**src/rtl/i2s_pkg.sv**
```systemverilog
// Shared types and helpers for the I2S transmit path.
// Slot widths are capped at MAX_WIDTH so word formatting can use a fixed-size vector.
package i2s_pkg;

  localparam int STEREO_MULTIPLIER = 2;
  localparam int MAX_WIDTH         = 32;

  typedef enum logic {
    LR_LEFT  = 1'b0,
    LR_RIGHT = 1'b1
  } lr_e;

  // Places an audio_w-bit sample (zero-extended) at the top of a slot_w-bit word.
  function automatic logic [MAX_WIDTH-1:0] msb_align(input logic [MAX_WIDTH-1:0] sample,
                                                     input int audio_w,
                                                     input int slot_w);
    return sample << (slot_w - audio_w);
  endfunction

endpackage

```
**src/rtl/i2s_tx_out_sync_fifo.sv**
```systemverilog
// Single-clock show-ahead FIFO; flags are registered and track the post-update count.
module sync_fifo #(
  parameter int WIDTH = 8,
  parameter int DEPTH = 4
) (
  input  logic                     clk_i,
  input  logic                     rst_i,
  input  logic                     wr_en_i,
  input  logic [WIDTH-1:0]         wr_data_i,
  input  logic                     rd_en_i,
  output logic [WIDTH-1:0]         rd_data_o,
  output logic                     full_o,
  output logic                     empty_o,
  output logic [$clog2(DEPTH):0]   count_o
);

  localparam int AW    = $clog2(DEPTH);
  localparam int PTR_W = AW + 1;

  logic [WIDTH-1:0] mem_q [DEPTH];
  logic [PTR_W-1:0] wptr_q, wptr_d, rptr_q, rptr_d, count_d;
  logic             full_q, empty_q, wr_ok, rd_ok;

  // Extra pointer MSB separates the full and empty cases when the indices match.
  always_comb begin
    wr_ok   = wr_en_i && !full_q;
    rd_ok   = rd_en_i && !empty_q;
    wptr_d  = wptr_q + PTR_W'(wr_ok);
    rptr_d  = rptr_q + PTR_W'(rd_ok);
    count_d = wptr_d - rptr_d;
  end

  always_ff @(posedge clk_i or posedge rst_i) begin
    if (rst_i) begin
      wptr_q  <= '0;
      rptr_q  <= '0;
      full_q  <= 1'b0;
      empty_q <= 1'b1;
      for (int i = 0; i < DEPTH; i++) mem_q[i] <= '0;
    end else begin
      wptr_q  <= wptr_d;
      rptr_q  <= rptr_d;
      full_q  <= (count_d == PTR_W'(DEPTH));
      empty_q <= (count_d == '0);
      if (wr_ok) mem_q[wptr_q[AW-1:0]] <= wr_data_i;
    end
  end

  assign rd_data_o = mem_q[rptr_q[AW-1:0]];
  assign full_o    = full_q;
  assign empty_o   = empty_q;
  assign count_o   = wptr_q - rptr_q;

endmodule

```
**src/rtl/i2s_tx_out.sv**
```systemverilog
// I2S master transmitter: FIFO-buffered stereo frames serialised onto BCLK/LRCLK/SDATA.
// All serial outputs change only in the sys_clk cycle where BCLK falls.
module i2s_tx_out
  import i2s_pkg::*;
#(
  parameter int I2S_WIDTH   = 24,
  parameter int AUDIO_WIDTH = 24,
  parameter int BCLK_DIV    = 2,
  parameter int FIFO_DEPTH  = 4
) (
  input  logic                   sys_clk,
  input  logic                   sys_rst,
  input  logic [AUDIO_WIDTH-1:0] sample_l_in,
  input  logic [AUDIO_WIDTH-1:0] sample_r_in,
  input  logic                   sample_wr_en,
  output logic                   fifo_full,
  output logic                   fifo_empty,
  output logic                   overflow,
  output logic                   underrun,
  output logic                   frame_pop,
  output logic                   i2s_bclk,
  output logic                   i2s_lrclk,
  output logic                   i2s_data
);

  localparam int DIV_W  = $clog2(BCLK_DIV);
  localparam int SLOT_W = $clog2(I2S_WIDTH);
  localparam int CNT_W  = $clog2(FIFO_DEPTH) + 1;

  // Packages cannot take parameters, so the frame layout lives here.
  typedef struct packed {
    logic [AUDIO_WIDTH-1:0] left;
    logic [AUDIO_WIDTH-1:0] right;
  } stereo_frame_t;

  logic [DIV_W-1:0]       div_cnt_q, div_cnt_d;
  logic                   bclk_q, bclk_d;
  lr_e                    lrclk_q, lrclk_d;
  logic [SLOT_W-1:0]      slot_bit_q, slot_bit_d;
  logic                   data_q, data_d;
  logic [AUDIO_WIDTH-1:0] hold_l_q, hold_l_d, hold_r_q, hold_r_d;
  logic                   underrun_q, underrun_d, frame_pop_q, frame_pop_d;
  logic                   overflow_q, overflow_d;
  logic                   fall_tick, slot_wrap, left_start, pop;
  logic [MAX_WIDTH-1:0]   word_l, word_r, word_cur;
  logic [4:0]             bit_idx;
  stereo_frame_t          fifo_wdata, fifo_rdata;
  logic [CNT_W-1:0]       fifo_count;

  sync_fifo #(
    .WIDTH(STEREO_MULTIPLIER * AUDIO_WIDTH),
    .DEPTH(FIFO_DEPTH)
  ) u_fifo (
    .clk_i    (sys_clk),
    .rst_i    (sys_rst),
    .wr_en_i  (sample_wr_en),
    .wr_data_i(fifo_wdata),
    .rd_en_i  (pop),
    .rd_data_o(fifo_rdata),
    .full_o   (fifo_full),
    .empty_o  (fifo_empty),
    .count_o  (fifo_count)
  );

  // At a slot start the bit sent is the LSB of the word just finished, which is
  // still selected by the old LRCLK, so one word mux serves both cases.
  always_comb begin
    fifo_wdata = '{left: sample_l_in, right: sample_r_in};
    fall_tick  = bclk_q && (div_cnt_q == DIV_W'(BCLK_DIV - 1));
    slot_wrap  = (slot_bit_q == SLOT_W'(I2S_WIDTH - 1));
    left_start = fall_tick && slot_wrap && (lrclk_q == LR_RIGHT);
    pop        = left_start && (fifo_count != '0);
    word_l     = msb_align(MAX_WIDTH'(hold_l_q), AUDIO_WIDTH, I2S_WIDTH);
    word_r     = msb_align(MAX_WIDTH'(hold_r_q), AUDIO_WIDTH, I2S_WIDTH);
    word_cur   = (lrclk_q == LR_LEFT) ? word_l : word_r;
    bit_idx    = slot_wrap ? 5'd0 : 5'(I2S_WIDTH - 1 - int'(slot_bit_q));
  end

  always_comb begin
    div_cnt_d   = div_cnt_q + 1'b1;
    bclk_d      = bclk_q;
    lrclk_d     = lrclk_q;
    slot_bit_d  = slot_bit_q;
    data_d      = data_q;
    hold_l_d    = hold_l_q;
    hold_r_d    = hold_r_q;
    underrun_d  = 1'b0;
    frame_pop_d = 1'b0;
    overflow_d  = sample_wr_en && fifo_full;
    if (div_cnt_q == DIV_W'(BCLK_DIV - 1)) begin
      div_cnt_d = '0;
      bclk_d    = !bclk_q;
    end
    if (fall_tick) begin
      data_d = word_cur[bit_idx];
      if (slot_wrap) begin
        slot_bit_d = '0;
        lrclk_d    = (lrclk_q == LR_LEFT) ? LR_RIGHT : LR_LEFT;
      end else begin
        slot_bit_d = slot_bit_q + 1'b1;
      end
    end
    if (left_start) begin
      frame_pop_d = pop;
      underrun_d  = !pop;
      hold_l_d    = pop ? fifo_rdata.left  : '0;
      hold_r_d    = pop ? fifo_rdata.right : '0;
    end
  end

  always_ff @(posedge sys_clk or posedge sys_rst) begin
    if (sys_rst) begin
      div_cnt_q   <= '0;
      bclk_q      <= 1'b0;
      lrclk_q     <= LR_RIGHT;
      slot_bit_q  <= SLOT_W'(I2S_WIDTH - 1);
      data_q      <= 1'b0;
      hold_l_q    <= '0;
      hold_r_q    <= '0;
      underrun_q  <= 1'b0;
      frame_pop_q <= 1'b0;
      overflow_q  <= 1'b0;
    end else begin
      div_cnt_q   <= div_cnt_d;
      bclk_q      <= bclk_d;
      lrclk_q     <= lrclk_d;
      slot_bit_q  <= slot_bit_d;
      data_q      <= data_d;
      hold_l_q    <= hold_l_d;
      hold_r_q    <= hold_r_d;
      underrun_q  <= underrun_d;
      frame_pop_q <= frame_pop_d;
      overflow_q  <= overflow_d;
    end
  end

  assign i2s_bclk  = bclk_q;
  assign i2s_lrclk = lrclk_q;
  assign i2s_data  = data_q;
  assign underrun  = underrun_q;
  assign frame_pop = frame_pop_q;
  assign overflow  = overflow_q;

endmodule

```
**config.mk**
```make
export PLATFORM = sky130hd
export DESIGN_NAME = i2s_tx_out
export DESIGN_NICKNAME = d
export VERILOG_FILES = /design/src/rtl/i2s_pkg.sv /design/src/rtl/i2s_tx_out_sync_fifo.sv /design/src/rtl/i2s_tx_out.sv
export SDC_FILE = /design/constraint.sdc
export NUM_CORES = 1
export LEC_CHECK = 0
export BUFFER_PORTS_ARGS = -buffer_cell sky130_fd_sc_hd__buf_2
export CORE_MARGIN = 1.5
export CORE_UTILIZATION = 30
export CTS_CLUSTER_DIAMETER = 80
export DETAILED_ROUTE_END_ITERATION = 8
export GPL_TIMING_DRIVEN = 0
export HOLD_SLACK_MARGIN = 0.1
export SETUP_SLACK_MARGIN = 0.05
export SLEW_MARGIN = 10
export SYNTH_ARGS = -nofsm -noshare
export SYNTH_HDL_FRONTEND = slang
export SYNTH_SLANG_ARGS = --single-unit
```
**constraint.sdc**
```tcl
create_clock -name sys_clk -period 18.4 [get_ports sys_clk]
set_clock_uncertainty 0.1 [all_clocks]
set_input_delay 2.76 -clock sys_clk [delete_from_list [all_inputs] [get_ports sys_clk]]
set_output_delay 2.76 -clock sys_clk [all_outputs]
set_load 0.02 [all_outputs]
```
# ---- Word-level counts from Yosys, hierarchy flattened
# Cells that the tools add are included.
dict set report totals {
  ff_bits 260
  input_bits 51
  output_inout_bits 8
  word_cells 65
}
dict set report op_classes {
  n_addsub 7
  order_cmp 4
  eq_ne 2
  mux 17
  n_bitwise 2
  n_reduce_logical 15
}
# op count
set op_table {}
lappend op_table {{$bwmux W192} 1}
lappend op_table {{$mux W48} 3}
lappend op_table {{$bmux W48 S2} 1}
lappend op_table {{$demux W48 S2} 1}
lappend op_table {{$mux W24} 3}
lappend op_table {{$mux W5} 2}
lappend op_table {{$logic_and A1 B1 Y1} 8}
lappend op_table {{$add A3 B1 Y3} 2}
lappend op_table {{$ge A3 B3 Y1 const B} 2}
lappend op_table {{$lt A5 B6 Y1 const B} 1}
lappend op_table {{$not A2 Y3} 2}
lappend op_table {{$sub A3 B3 Y3} 2}
lappend op_table {{$add A5 B1 Y5 const B} 1}
lappend op_table {{$bmux W1 S5} 1}
lappend op_table {{$eq A5 B5 Y1 const B} 1}
lappend op_table {{$mux W1} 5}
lappend op_table {{$sub A5 B5 Y5 const A} 1}
lappend op_table {{$logic_not A1 Y1} 4}
lappend op_table {{$eq A3 B3 Y1 const B} 1}
lappend op_table {{$logic_not A3 Y1} 1}
lappend op_table {{$lt A3 B1 Y1 const B} 1}
lappend op_table {{$reduce_bool A3 Y1} 1}
lappend op_table {{$reduce_and A2 Y1} 1}
lappend op_table {{$add A1 B1 Y1 const B} 1}

# ---- Logic depth before layout (Yosys ltp)
# Gate-level depths: netlist of the first run.
dict set report logic_depth {
  word_depth 8
  ltp_mapped 17
  depth_no_buf 14
}

# ---- By module
# Synthesis of the first run repeated with hierarchy kept, for this count alone.
dict set report hier_totals {
  hier_cells 826
  area_unflattened_um2 12132.9
}
# mod n_inst cells_each area_per_inst_um2 seq_area_each_um2
set by_module_without_submodules {}
lappend by_module_without_submodules {sync_fifo 1 501 9133.8 5006.1}
lappend by_module_without_submodules {i2s_tx_out 1 325 2999.1 1507.7}

# ---- Least setup slack after synthesis of the first run
# Ideal clock, no wire load.
dict set report synth_timing {
  path_type {input-to-reg}
  startpoint {input port sample_wr_en}
  endpoint {register u_fifo.empty_q, in the netlist u_fifo.empty_o}
  setup_time_ns 0.062
  arrival_ns 4.164
  required_time_ns 18.238
  path_slack_ns 14.075
  cell_stages 8
  path_buffers 0
  cell_sequence {and2b_1 ha_1 ha_1 ha_1 nor2b_1 xnor2_1 xor2_1 and3_1}
}
dict set report synth_between {
  elab_chain_len 4
}
# item line
set synth_rtl {}
lappend synth_rtl {{start, declared} i2s_tx_out.sv:15} ;# input logic sample_wr_en,
lappend synth_rtl {{$logic_and A1 B1 Y1} i2s_tx_out_sync_fifo.sv:26} ;# wr_ok = wr_en_i && !full_q;
lappend synth_rtl {{$add A3 B1 Y3} i2s_tx_out_sync_fifo.sv:28} ;# wptr_d = wptr_q + PTR_W'(wr_ok);
lappend synth_rtl {{named net u_fifo.wptr_d[1]} i2s_tx_out_sync_fifo.sv:21} ;# logic [PTR_W-1:0] wptr_q, wptr_d, rptr_q, rptr_d, count_d;
lappend synth_rtl {{$sub A3 B3 Y3} i2s_tx_out_sync_fifo.sv:30} ;# count_d = wptr_d - rptr_d;
lappend synth_rtl {{$logic_not A3 Y1} i2s_tx_out_sync_fifo.sv:44} ;# empty_q <= (count_d == '0);
lappend synth_rtl {{end signal, assigned} i2s_tx_out_sync_fifo.sv:44}
lappend synth_rtl {{end, declared} i2s_tx_out_sync_fifo.sv:22} ;# logic full_q, empty_q, wr_ok, rd_ok;
# The timed path passes the listed nets, and every way through them passes these cells.
# A chain may end at the register's enable or synchronous reset.

# ---- Final worst setup path of the first run
dict set report layout_timing {
  startpoint {register u_fifo.rptr_q[1]}
  endpoint {register u_fifo.empty_q, in the netlist u_fifo.empty_o}
}
dict set report layout_between {
  elab_chain_len 7
}
# item line
set layout_rtl {}
lappend layout_rtl {{start, declared} i2s_tx_out_sync_fifo.sv:21}
lappend layout_rtl {{start signal, assigned} i2s_tx_out_sync_fifo.sv:42} ;# rptr_q <= rptr_d;
lappend layout_rtl {{$sub A3 B3 Y3} i2s_tx_out_sync_fifo.sv:52} ;# assign count_o = wptr_q - rptr_q;
lappend layout_rtl {{$reduce_bool A3 Y1} i2s_tx_out.sv:72} ;# pop = left_start && (fifo_count != '0);
lappend layout_rtl {{$logic_and A1 B1 Y1} i2s_tx_out.sv:72}
lappend layout_rtl {{$logic_and A1 B1 Y1} i2s_tx_out_sync_fifo.sv:27} ;# rd_ok = rd_en_i && !empty_q;
lappend layout_rtl {{$add A3 B1 Y3 *} i2s_tx_out_sync_fifo.sv:29} ;# rptr_d = rptr_q + PTR_W'(rd_ok);
lappend layout_rtl {{named net u_fifo.rptr_d[1]} i2s_tx_out_sync_fifo.sv:21}
lappend layout_rtl {{$sub A3 B3 Y3 *} i2s_tx_out_sync_fifo.sv:30}
lappend layout_rtl {{$logic_not A3 Y1 *} i2s_tx_out_sync_fifo.sv:44}
# Mark *: on every way through the listed nets, which the timed path passes. The rest lies on a longest branch.

==> results.cfg, run 1 <==
[cts]
clk_pin_slew_worst_paths_ps = 60
cts_tree = built
clk_path_buf_depth = 3
clkLatencyLatePin_ps = 550
cts_hold_buf = 0
cts-resized-gates = 0
post_cts_buffers = 0
numCtsBuffers = 29
root_buffer = clkbuf_16
clock-sinks = 260
htree_levels = 1

[placed_design]
pre_cts_ws_ps = 13690
detailed_place_hpwl_um = 17900
port_buffers = 58
gp_congestion = 0.837

[pwr]
p_switching_mw = 0.520
ir_drop_uv = 70.3
switching_share_pct = 26.9
power_frac_comb_pct = 25.5
power_frac_seq_pct = 46.5
cell_internal_pwr_mw = 1.42
clkPwrFrac_pct = 28.1
p_leak_nw = 5.69
power_density_nw_per_um2 = 144

[drt]
route.detailed.drc = 0
via_per_inst = 4.76
wl_per_cell_um = 18.0
vias = 6796
ant_nets = 0
first_iter_violations = 432
first_pass_iters = 4
drt-total-wl_um = 25700

[worst_setup_path]
startpoint_type = flop
crit_type = reg -> reg
end_kind = flop
required_ps = 18790
reg2reg_depth = 17
cp.arrival_ps = 4630
rr_startpoint = u_fifo.rptr_q[1]
cp_max_fo = 10
r2r-end = u_fifo.empty_o
rrSetupSlack_ps = 14150

[timing]
fmax_mhz = 236
fin_crit_ps = 4250
holdWs_ps = 375
finalSetupTns_ps = 0
period_share_pct = 23.1
grt_setup_unrepaired = false
finalSetupViolCount = 0
maxSlewHeadroom_pct = 52.9
fin_ws_ps = 14150
final_hold_viol_count = 0
report.final.slew_viol_count = 0
worstMarginPinSlew_ps = 707

[grt]
antenna_found_initial = 1
grtUsageTotal_pct = 13.4
grt_max_degree = 96
grt-ovfl-total = 0
grt_first_pass_wirelength_um = 41600
grt_pass1_vias = 7220

[layout]
layout.area.seq_um2 = 6510
final_common_cell = dfrtp_1
drive_above_1_share_pct = 43.4
fill_cells = 3732
fin_nets = 961
mostFrequentLayoutCells = 254 x dfrtp_1, 194 x mux2_2, 106 x nand2_1
multi_input_area_um2 = 4740
diodes = 0
utilization_pct = 35.6
area_growth_pct = 16.1

[synthesis]
synthTopCellsByArea = dfrtp_1 55%, mux2_2 19%, mux4_2 9.9%
synth_cell_types = 43
synthArstFlopShare_pct = 100
synth_area_um2 = 11600
synth_ff_type = dfrtp_1
synth_warnings = 0
avgSynthCellArea_um2 = 14.4
seq_area_frac_synth_pct = 56.1
syn_nets = 870
synth-seq-cells = 260
synth_top_area_share_pct = 54.7
synthCells = 809
synth_area_leader_cell = dfrtp_1
synth_edf_count = 0

[floorplanning]
die_h_um = 200
top_level_ports = 59
die_area_um2 = 39900
fp-row-count = 71
die_w_um = 200
initial_core_util_pct = 30.6
core_um2 = 37900

[min_path]
hold_path_depth = 1
hold_class = reg -> reg
worstHoldEndpoint = div_cnt_q
min_from = div_cnt_q

[run_status]
outcome = complete, no violations

[flow_run]
maxCapViolations = 0
metal layers:
layer | track usage, % | wire length (um) | vias to the layer above
met1 | 18.7 | 12000 | 3545
li1 | - | - | 3097
met5 | 0 | 16 | -
met3 | 2.07 | 924 | 46
met4 | 3.37 | 503 | 2
met2 | 22.0 | 12200 | 106
cell type report:
class,instances,area share (%)
buffer,53,2.45
tap,511,4.74
inverter,9,0.306
multi-input combinational,487,35.2
timing repair buffer,60,2.56
clock inverter,6,0.482
sequential,260,48.3
clock buffer,41,6.01
logic make-up after synthesis:
kind of cell / count (synthesis) / synth area share (%)
simple gates: 141 / 5.08
flops: 260 / 56.1
fa+ha+maj: 10 / 1.08
compound gates: 72 / 3.59
buf+inv: 62 / 3.13
mux: 255 / 30.4
xor+xnor: 9 / 0.678
state kept, by name (all words and copies together), names as in the netlist:
register / cells
hold_r_q: 24
slot_bit_q: 5
i2s_bclk: 1
hold_l_q: 24
div_cnt_q: 1
overflow: 1
frame_pop: 1
u_fifo.mem_q: 192
u_fifo.full_o: 1
i2s_data: 1
underrun: 1
u_fifo.wptr_q: 3
i2s_lrclk: 1
u_fifo.empty_o: 1
u_fifo.rptr_q: 3
synth_stat cells (4+ instances only):
cell,count
o21ai_0,14
nand2_1,106
mux4_2,51
and3_1,5
o21ai_1,39
nand3_1,7
mux4_1,6
ha_1,10
nor2_1,10
buf_2,27
buf_6,4
mux2_2,194
buf_4,7
dfstp_2,6
dfrtp_1,254
clkbuf_1,10
inv_1,9
xor2_1,5
xnor2_1,4
a21oi_1,7
power by group through the flow:
stage                     clock network, mW  logic, mW  registers [mW]
after floorplan                           0      0.399           0.876
after CTS                             0.560      0.505           0.901
final                                 0.543      0.493           0.900
after detailed placement                  0      0.504           0.910
after global routing                  0.582      0.536           0.930
after global placement                    0      0.487           0.901
through the flow:
step | instances | power, mW | area, um2
after global placement | 1378 | 1.39 | 12600
after detailed placement | 1380 | 1.41 | 12600
after CTS | 1427 | 1.97 | 13500
final | 1427 | 1.94 | 13500
after global routing | 1427 | 2.05 | 13500
after floorplan | 809 | 1.28 | 11600
worst max-delay path, stage by stage (launching register included):
cell	delay [ps]
dfrtp_1	490
buf_2	400
buf_2	390
inv_1	80
ha_1	200
nor2b_1	150
xnor2_1	130
and3_1	330
clkbuf_1	450
nor3_1	90
ha_1	210
ha_1	290
inv_1	40
ha_1	180
nor2b_1	130
xnor2_1	140
xor2_1	210
and3_1	180
worst max-delay path by stage:
stage	from	to	slack, ps
2_1_floorplan	sys_rst	div_cnt_q	8390
4_1_cts	u_fifo.rptr_q[1]	u_fifo.empty_o	14090
5_1_grt	u_fifo.rptr_q[1]	u_fifo.empty_o	13870
6_report	u_fifo.rptr_q[1]	u_fifo.empty_o	14150
3_3_place_gp	sys_rst	u_fifo.mem_q[3]	5340
3_5_place_dp	sample_wr_en	u_fifo.mem_q[174]	13690
Note: power is estimated with default switching activity, not from simulation.
==> run 2: changes to the inputs <==
- clock period: 18.4 -> 4.4 ns (I/O delays scaled with it)
==> results.cfg, run 2 (synthesized netlist as in run 1, its figures left out) <==
[run_status]
outcome = complete, no violations

[floorplanning]
core_um2 = 37900
initial_core_util_pct = 30.6
die_h_um = 200
die_area_um2 = 39900
top_level_ports = 59
die_w_um = 200
fp-row-count = 71

[worst_setup_path]
cp_max_fo = 19
required_ps = 4780
end_kind = flop
startpoint_type = flop
worstPathCellList = clkbuf_4, inv_1, ha_1, nor2b_1, xnor2_1, and3_1, clkbuf_2, nor3_1, ha_1, ha_1, inv_1, ha_1, nor2b_1, xnor2_1, xor2_1, and3_1
cpMaxStageDelayCell = dfrtp_1
slowest_delay_ps = 510
cp.arrival_ps = 4210
cpMostUsedCell = ha_1
crit_type = reg -> reg

[timing]
final_hold_viol_count = 0
grt_setup_unrepaired = false
report.final.slew_viol_count = 0
maxSlewHeadroom_pct = 55.9
worstMarginPinSlew_ps = 662
finalSetupTns_ps = 0
fmax_mhz = 261
finalSetupViolCount = 0
fin_crit_ps = 3840
fin_ws_ps = 563
period_share_pct = 87.2

[layout]
utilization_pct = 36.0
largest_reg_flops = 192
fin_nets = 967
drive_above_1_share_pct = 44.5
layout.area.seq_um2 = 6510
largest-register = u_fifo.mem_q
area_growth_pct = 17.5
fill_cells = 3696
multi_input_area_um2 = 4740
mostFrequentLayoutCells = 254 x dfrtp_1, 194 x mux2_2, 106 x nand2_1
final_common_cell = dfrtp_1
largestRegisters = u_fifo.mem_q x192, hold_l_q x24, hold_r_q x24
stdcell_count = 1440
diodes = 0

[cts]
numCtsBuffers = 29
clk_pin_slew_worst_paths_ps = 60
root_buffer = clkbuf_16
clk_path_buf_depth = 3
clock-sinks = 260
post_cts_buffers = 0
clkLatencyLatePin_ps = 550
cts_tree = built
htree_levels = 1

[grt]
grt-ovfl-total = 0
grt_first_pass_wirelength_um = 41600
grt_pass1_vias = 7279
grt_max_degree = 40
antenna_found_initial = 2
grtUsageTotal_pct = 13.4

[pwr]
cell_internal_pwr_mw = 5.96
p_leak_nw = 5.76
ir_drop_uv = 327
power_frac_seq_pct = 46.1
p_switching_mw = 2.19
power_frac_comb_pct = 25.3
power_density_nw_per_um2 = 597
clkPwrFrac_pct = 28.6
switching_share_pct = 26.9

[placed_design]
dp.cells = 1386
pre_cts_ws_ps = 76.4
detailed_place_hpwl_um = 18300
port_buffers = 58
gp_congestion = 0.800

[min_path]
hold_class = in -> reg

[drt]
ant_nets = 0
via_per_inst = 4.77
first_iter_violations = 475
first_pass_iters = 5
drt-total-wl_um = 25500
route.detailed.drc = 0
vias = 6866
wl_per_cell_um = 17.7

[flow_run]
maxCapViolations = 0
==> run 2: cell types whose count changed in the layout (fill, tap and decap cells not counted), moves of 2 or more <==
cell	previous run	this run
buf_12	0	8
clkinv_2	3	9
clkbuf_1	18	15
clkinvlp_4	0	3
buf_16	2	0
buf_2	85	83
==> run 2: path summary, 6_finish.rpt <==
kind | startpoint | endpoint | slack, ps | cells after the start
hold / removal | sample_wr_en | overflow | 240 | 2
max in group asynchronous | sys_rst | u_fifo.empty_o | 2610 | 6
hold reg to reg | div_cnt_q | div_cnt_q | 380 | 1
min in group asynchronous | sys_rst | u_fifo.mem_q[128] | 580 | 3
setup / recovery | u_fifo.rptr_q[1] | u_fifo.empty_o | 560 | 16
setup reg to reg | u_fifo.rptr_q[1] | u_fifo.empty_o | 560 | 16
==> run 2: layout make-up <==
class                   instances  share of cell area, %
clock inverters                14                  0.807
multi-input cells             487                   34.7
inverters                       9                  0.275
flip-flops and latches        260                   47.7
plain buffers                  52                   2.41
clock buffers                  40                   5.99
repair buffers                 67                   3.37
well taps                     511                   4.68
==> run 2: per-stage QoR <==
stage	hold WS (ps)	total power, mW	area, um2
3_5_place_dp	370	5.92	12700
3_3_place_gp	363	5.80	12600
4_1_cts	226	8.27	13700
6_report	238	8.15	13700
2_1_floorplan	342	5.33	11600
5_1_grt	229	8.64	13700
==> run 2: power by group through the flow <==
stage | sequential (mW) | combinational [mW] | clock (mW)
3_3_place_gp | 3.77 | 2.03 | 0
4_1_cts | 3.76 | 2.12 | 2.38
5_1_grt | 3.89 | 2.25 | 2.50
6_report | 3.76 | 2.06 | 2.33
2_1_floorplan | 3.66 | 1.67 | 0
3_5_place_dp | 3.80 | 2.12 | 0
==> run 2: repair_timing <==
item / 4_1_cts / 5_1_grt
gates resized for setup: 1 / 1
hold buffers: 1 / 0
endpoints found under the setup margin: 1 / 2
pin swaps: 0 / 0
hold endpoints to repair: 12 / 0
==> run 2: critical path, delay by kind of cell, from the launching register on <==
| kind | cells | cell delay, ps |
|---|---|---|
| xor gates and xnor gates | 3 | 460 |
| and+or+nand+nor | 5 | 910 |
| DFF | 1 | 510 |
| buffers and inverters | 4 | 920 |
| adders and majority gates | 4 | 880 |
==> run 2: per-layer routing <==
| layer | wire, um | up-vias | GRT usage [%] | part of all wire, % |
|---|---|---|---|---|
| li1 | - | 3125 | - | - |
| met1 | 11600 | 3606 | 18.4 | 45 |
| met2 | 12500 | 100 | 22.4 | 49 |
| met3 | 1140 | 31 | 2.40 | 4.5 |
| met4 | 279 | 4 | 2.59 | 1.1 |
| met5 | 19 | - | 0 | 0.074 |
